`config.mk`:
```
export PLATFORM = sky130hd
export DESIGN_NAME = line_packer
export DESIGN_NICKNAME = d
export VERILOG_FILES = /design/src/rtl/display_pkg.sv /design/src/rtl/line_shreg.sv /design/src/rtl/line_packer.sv
export SDC_FILE = /design/constraint.sdc
export NUM_CORES = 1
export LEC_CHECK = 0
export ABC_AREA = 1
export ABC_CLOCK_PERIOD_IN_PS = 1800
export CORE_ASPECT_RATIO = 0.75
export CORE_MARGIN = 2
export CORE_UTILIZATION = 48
export CTS_BUF_LIST = sky130_fd_sc_hd__clkbuf_16
export DETAILED_ROUTE_END_ITERATION = 12
export PLACE_DENSITY = 0.82
export SKIP_LAST_GASP = 1
export SLEW_MARGIN = 5
export SYNTH_ARGS = -nofsm -noshare
export SYNTH_HDL_FRONTEND = slang
export SYNTH_SLANG_ARGS = --single-unit
```
`constraint.sdc`:
```
create_clock -name i_clk -period 1.8 [get_ports i_clk]
set_clock_uncertainty 0.2 [all_clocks]
set_input_delay 0.27 -clock i_clk [delete_from_list [all_inputs] [get_ports i_clk]]
set_output_delay 0.27 -clock i_clk [all_outputs]
set_load 0.005 [all_outputs]
```
`src/rtl/display_pkg.sv`:
```
// Shared constants and FSM state encoding for the frame-buffer line packer.
package display_pkg;

  localparam int unsigned LINE_W            = 54;
  localparam int unsigned BYTES_PER_LINE    = 7;
  localparam int unsigned BYTE_W            = 8;
  localparam int unsigned IDX_W             = 3;
  localparam int unsigned NUM_LINES_DEFAULT = 3201;
  localparam int unsigned ADDR_W_DEFAULT    = 12;

  typedef enum logic [1:0] {
    ST_IDLE    = 2'd0,
    ST_COLLECT = 2'd1,
    ST_WRITE   = 2'd2,
    ST_DONE    = 2'd3
  } state_e;

endpackage

```
`src/rtl/line_shreg.sv`:
```
// Byte-indexed line assembler: drops a byte into slot idx of a 54-bit line.
// line_c is the next-cycle view so the caller can capture a just-completed line.
module line_shreg
  import display_pkg::*;
(
  input  logic              i_clk,
  input  logic              i_rst,
  input  logic              clr,
  input  logic              load,
  input  logic [IDX_W-1:0]  idx,
  input  logic [BYTE_W-1:0] data,
  output logic [LINE_W-1:0] line_c
);

  localparam int HEAD_BYTES = int'(BYTES_PER_LINE) - 1;
  localparam int unsigned TAIL_W = LINE_W - BYTE_W * (BYTES_PER_LINE - 1);

  logic [LINE_W-1:0] line_q;

  // Full bytes fill from the MSB down; the last slot keeps only the byte's top bits.
  always_comb begin
    line_c = line_q;
    if (clr) begin
      line_c = '0;
    end else if (load) begin
      for (int i = 0; i < HEAD_BYTES; i++) begin
        if (idx == IDX_W'(i)) begin
          line_c[LINE_W-1-BYTE_W*i -: BYTE_W] = data;
        end
      end
      if (idx == IDX_W'(HEAD_BYTES)) begin
        line_c[TAIL_W-1:0] = data[BYTE_W-1 -: TAIL_W];
      end
    end
  end

  always_ff @(posedge i_clk) begin
    if (i_rst) line_q <= '0;
    else       line_q <= line_c;
  end

endmodule

```
`src/rtl/line_packer.sv`:
```
// Packs a TFTP byte stream into 54-bit frame-buffer lines, one RAM write per line.
// Optional running checksum on o_csum when LINE_PACKER_CHECKSUM_EN is defined.
module line_packer
  import display_pkg::*;
#(
  parameter int unsigned NUM_LINES = NUM_LINES_DEFAULT,
  parameter int unsigned ADDR_W    = ADDR_W_DEFAULT
) (
  input  logic              i_clk,
  input  logic              i_rst,
  input  logic              i_start,
  input  logic [7:0]        s_data,
  input  logic              s_valid,
  input  logic              s_last,
  output logic              s_ready,
  output logic              wr,
  output logic [ADDR_W-1:0] addrWrite,
  output logic [LINE_W-1:0] dataLine,
  output logic              o_done,
  output logic              o_ovf,
  output logic [7:0]        o_csum
);

  localparam logic [1:0] IDLE    = ST_IDLE;
  localparam logic [1:0] COLLECT = ST_COLLECT;
  localparam logic [1:0] WRITE   = ST_WRITE;
  localparam logic [1:0] DONE    = ST_DONE;

  localparam logic [ADDR_W-1:0] LAST_ADDR = ADDR_W'(NUM_LINES - 1);
  localparam logic [IDX_W-1:0]  LAST_IDX  = IDX_W'(BYTES_PER_LINE - 1);

  logic [1:0]        state_q, state_d;
  logic [ADDR_W-1:0] line_q, line_d, addr_d;
  logic [IDX_W-1:0]  k_q, k_d;
  logic [LINE_W-1:0] data_d, shreg_line_c;
  logic              last_term_q, last_term_d;
  logic              ready_q, ready_d;
  logic              wr_d, done_d, ovf_d;
  logic              acc, shreg_clr, shreg_load;

  // A restart request masks the handshake for that cycle.
  assign s_ready    = ready_q & ~i_start & ~i_rst;
  assign acc        = s_valid & s_ready;
  assign shreg_clr  = i_start | (state_q == WRITE);
  assign shreg_load = acc & (state_q == COLLECT);

  line_shreg u_shreg (
    .i_clk  (i_clk),
    .i_rst  (i_rst),
    .clr    (shreg_clr),
    .load   (shreg_load),
    .idx    (k_q),
    .data   (s_data),
    .line_c (shreg_line_c)
  );

  always_comb begin
    state_d     = state_q;
    line_d      = line_q;
    k_d         = k_q;
    last_term_d = last_term_q;
    ovf_d       = o_ovf;
    addr_d      = addrWrite;
    data_d      = dataLine;
    wr_d        = 1'b0;
    done_d      = 1'b0;
    if (i_start) begin
      state_d     = COLLECT;
      line_d      = '0;
      k_d         = '0;
      ovf_d       = 1'b0;
      last_term_d = 1'b0;
    end else begin
      case (state_q)
        COLLECT: begin
          if (acc) begin
            k_d = k_q + IDX_W'(1);
            if (k_q == LAST_IDX || s_last) begin
              state_d     = WRITE;
              wr_d        = 1'b1;
              addr_d      = line_q;
              data_d      = shreg_line_c;
              last_term_d = s_last;
            end
          end
        end
        WRITE: begin
          k_d = '0;
          // Stop on the final buffer line rather than wrapping the address.
          if (last_term_q || line_q == LAST_ADDR) begin
            state_d = DONE;
            done_d  = 1'b1;
          end else begin
            line_d  = line_q + ADDR_W'(1);
            state_d = COLLECT;
          end
        end
        DONE: begin
          if (acc) begin
            if (!last_term_q) ovf_d = 1'b1;
            if (s_last) state_d = IDLE;
          end
        end
        default: ;
      endcase
    end
    ready_d = (state_d == COLLECT) || (state_d == DONE);
  end

  always_ff @(posedge i_clk) begin
    if (i_rst) begin
      state_q     <= IDLE;
      line_q      <= '0;
      k_q         <= '0;
      last_term_q <= 1'b0;
      ready_q     <= 1'b0;
      wr          <= 1'b0;
      addrWrite   <= '0;
      dataLine    <= '0;
      o_done      <= 1'b0;
      o_ovf       <= 1'b0;
    end else begin
      state_q     <= state_d;
      line_q      <= line_d;
      k_q         <= k_d;
      last_term_q <= last_term_d;
      ready_q     <= ready_d;
      wr          <= wr_d;
      addrWrite   <= addr_d;
      dataLine    <= data_d;
      o_done      <= done_d;
      o_ovf       <= ovf_d;
    end
  end

`ifdef LINE_PACKER_CHECKSUM_EN
  logic [7:0] csum_q;

  always_ff @(posedge i_clk) begin
    if (i_rst || i_start) csum_q <= '0;
    else if (acc)         csum_q <= csum_q + s_data;
  end

  assign o_csum = csum_q;
`else
  assign o_csum = '0;
`endif

endmodule

```
==> results by group <==
Place
  • Port bufs: 82
  • Placer congestion estimate: 0.904
  • HPWL Detailed: 9220 um
  • DP Cell Count: 1009

STA
  • Final TNS setup: 0 ns
  • RSZ-0062 raised after global routing: true
  • Final hold viol count: 0
  • FMAX: 0.559 GHz
  • Max-slew violation count: 0
  • Measured slew at the worst slew-check pin: 0.751 ns
  • Slew margin rel.: 49.9%
  • Period minus WS final: 1.79 ns
  • Final setup fails: 0
  • Crit share post-route: 99.3%

Floorplanning
  • Die ar.: 13000 um2
  • Core ar.: 11700 um2
  • Ports: 91
  • Site Rows: 34
  • Chip Width: 131 um
  • Starting Density: 49.5%
  • Die Span Y: 99.1 um

Drt
  • DR vias/cell: 5.07
  • Initial DRC count: 632
  • Pre-antenna DRT Iters: 5
  • Routed vias: 5327
  • Routed len/inst: 14.5 um
  • DRC: 0
  • Final ANT Viol Nets: 0
  • Routed WL: 15200 um

Pwr
  • Leak pwr: 3.19 nW
  • Pwr Density: 927 nW/um2
  • Max VDD drop: 708 uV

Run status
  • Status: finished, final reports clean

Logic synthesis
  • Seq/Total Area, Yosys: 48.7%
  • Unique masters post-synth: 24
  • Post-synth top area share: 48.7%
  • Avg Cell Area, Syn: 7.42 um2
  • Top cells by area, synth: dfxtp_1 49%, nand2_1 12%, a21oi_1 6.1%
  • Synthesized area: 5790 um2
  • Synth warnings: 0
  • Synthesis-stage register bit count: 141
  • Synth area leader: dfxtp_1
  • Syn Inst Count: 781

Clock tree
  • Clk buf depth: 2
  • TritonCTS clock tree: yes
  • CTS Buf Count: 17
  • Root Driver: clkbuf_16
  • CTS sink count: 141
  • H-tree Lvls: 4
  • Clock transition at the registers of the reported paths: 0.06 ns
  • Worst-Skew Late Latency: 0.42 ns

Run
  • Max_cap viols: 0

Worst setup path
  • Cell Chain, Critical Path: clkdlybuf4s50_1
  • Startpoint Class: flop
  • Max stage delay cell, worst path: clkdlybuf4s50_1
  • CP max FO: 2
  • CP Capture Type: output port
  • Crit-path max cell delay: 0.52 ns
  • Stages on the worst setup path: 1
  • Buf/Inv on CP: 1
  • CP required: 1.33 ns
  • R2R cell count: 9
  • Top Family by Delay on Critical Path: buffers and inverters
  • Critical path arrival: 1.32 ns
  • Critical setup path kind: flop to output port

Cells and area
  • N_diodes: 0
  • Fin nets: 895
  • # fillers: 948
  • Multi-input logic area: 2460 um2
  • Synthesis-to-layout area growth: 33.1%
  • Share of cells above drive strength 1: 11.3%
  • Final cell count without fillers: 1050
  • Reg area: 2830 um2

GRT
  • Number of global-route vias before repair: 4801
  • Grt total ovfl: 0
  • First-pass GRT wire length: 24000 um
  • Largest net degree at the start of global routing: 68
  • Total GRT Usage: 23.6%
  • Initial antenna violation count: 0

Hold path
  • Min-Delay Path Depth: 4
  • Tightest Hold Check Type: input pin to flop
metal layers:
metal | part of all wire [%] | track usage (%) | routed length [um]
met1 | 47 | 34.0 | 7180
met2 | 44 | 35.1 | 6670
met3 | 7.5 | 4.68 | 1140
met4 | 1.6 | 9.17 | 243
met5 | 0 | 0 | 0
path summary, 6_finish.rpt:
check	slack [ns]	start	end
setup / recovery	0.01	dataLine[12]$_SDFFE_PP0P_	dataLine[12]
hold / removal	0.03	i_rst	state_q[1]$_SDFF_PP0_
setup reg to reg	0.04	k_q[1]$_SDFFE_PP0P_	dataLine[35]$_SDFFE_PP0P_
hold reg to reg	0.27	addrWrite[3]$_SDFFE_PP0P_	addrWrite[3]$_SDFFE_PP0P_
synth_stat cells, drive strengths merged:
| library cell | instances |
|---|---|
| buf | 29 |
| a211oi | 11 |
| clkbuf | 18 |
| nor2 | 94 |
| a21oi | 71 |
| o21ai | 55 |
| ha | 7 |
| inv | 92 |
| clkinv | 1 |
| a31oi | 2 |
| nand3 | 64 |
| nand2 | 182 |
| conb | 1 |
| o22ai | 1 |
| dfxtp | 141 |
| xor2 | 6 |
| nand4 | 6 |
state kept, by name (all words and copies together) (netlist names):
register	cells
k_q	3
o_ovf	1
wr	1
last_term_q	1
ready_q	1
state_q	1
dataLine	54
o_done	1
line_q	12
addrWrite	12
u_shreg.line_q	54
layout by cell type (no fill, tap or decap), types with 12 or more instances in the layout:
cell type,n
nor2_4,12
nand2_1,180
nor2_1,79
inv_1,90
nand3_1,63
buf_4,18
o21ai_0,45
a21oi_1,66
clkbuf_16,19
clkdlybuf4s50_1,75
dfxtp_1,137
per-stage QoR:
stage	total power, mW	hold slack (ns)	util [%]	area (um2)	setup WS (ns)
final	7.15	0.0266	65.9	7710	0.0124
after global routing	7.35	0.0435	65.9	7710	-0.0915
after CTS	7.16	0.0143	64.4	7530	0.000727
after detailed placement	3.51	0.267	58.4	6830	-0.497
after global placement	3.51	0.254	58.4	6830	-0.404
after floorplan	3.38	0.217	-	5820	0.0171
tightest hold or removal path: stages:
cell and delay (ns):
buf_2 0.16, nor2_4 0.07, nand2_1 0.07, a31oi_1 0.03
final cells by class:
class	instances	area share (%)
clock inverters	15	2.56
flip-flops and latches	141	36.7
clock buffers	17	5.52
well taps	162	2.63
inverters	93	4.53
multi-input cells	507	31.9
repair buffers	115	16.1
power by group:
part	switching, mW	internal [mW]
clock network	1.37	2.31
logic	0.182	0.117
registers	0.0172	3.15
timing repair:
| action | in CTS | in global routing |
|---|---|---|
| endpoints found under the setup margin | 74 | 96 |
| hold endpoints to repair | 0 | 0 |
| pin swaps | 1 | 1 |
| setup buffers | 2 | 3 |
| resized for setup | 16 | 34 |
| cloned | 1 | 3 |
| hold buffers | 0 | 0 |
cells by family after synthesis:
family	after synthesis	share of synthesized area [%]
and+or+nand+nor	346	25.6
DFF	141	48.7
adders and majority gates	7	1.51
xor gates and xnor gates	6	0.907
other	1	0.0647
buffers and inverters	140	10.2
AOI/OAI and AO/OA	140	12.9
No activity file was read; power rests on OpenSTA's default activity.
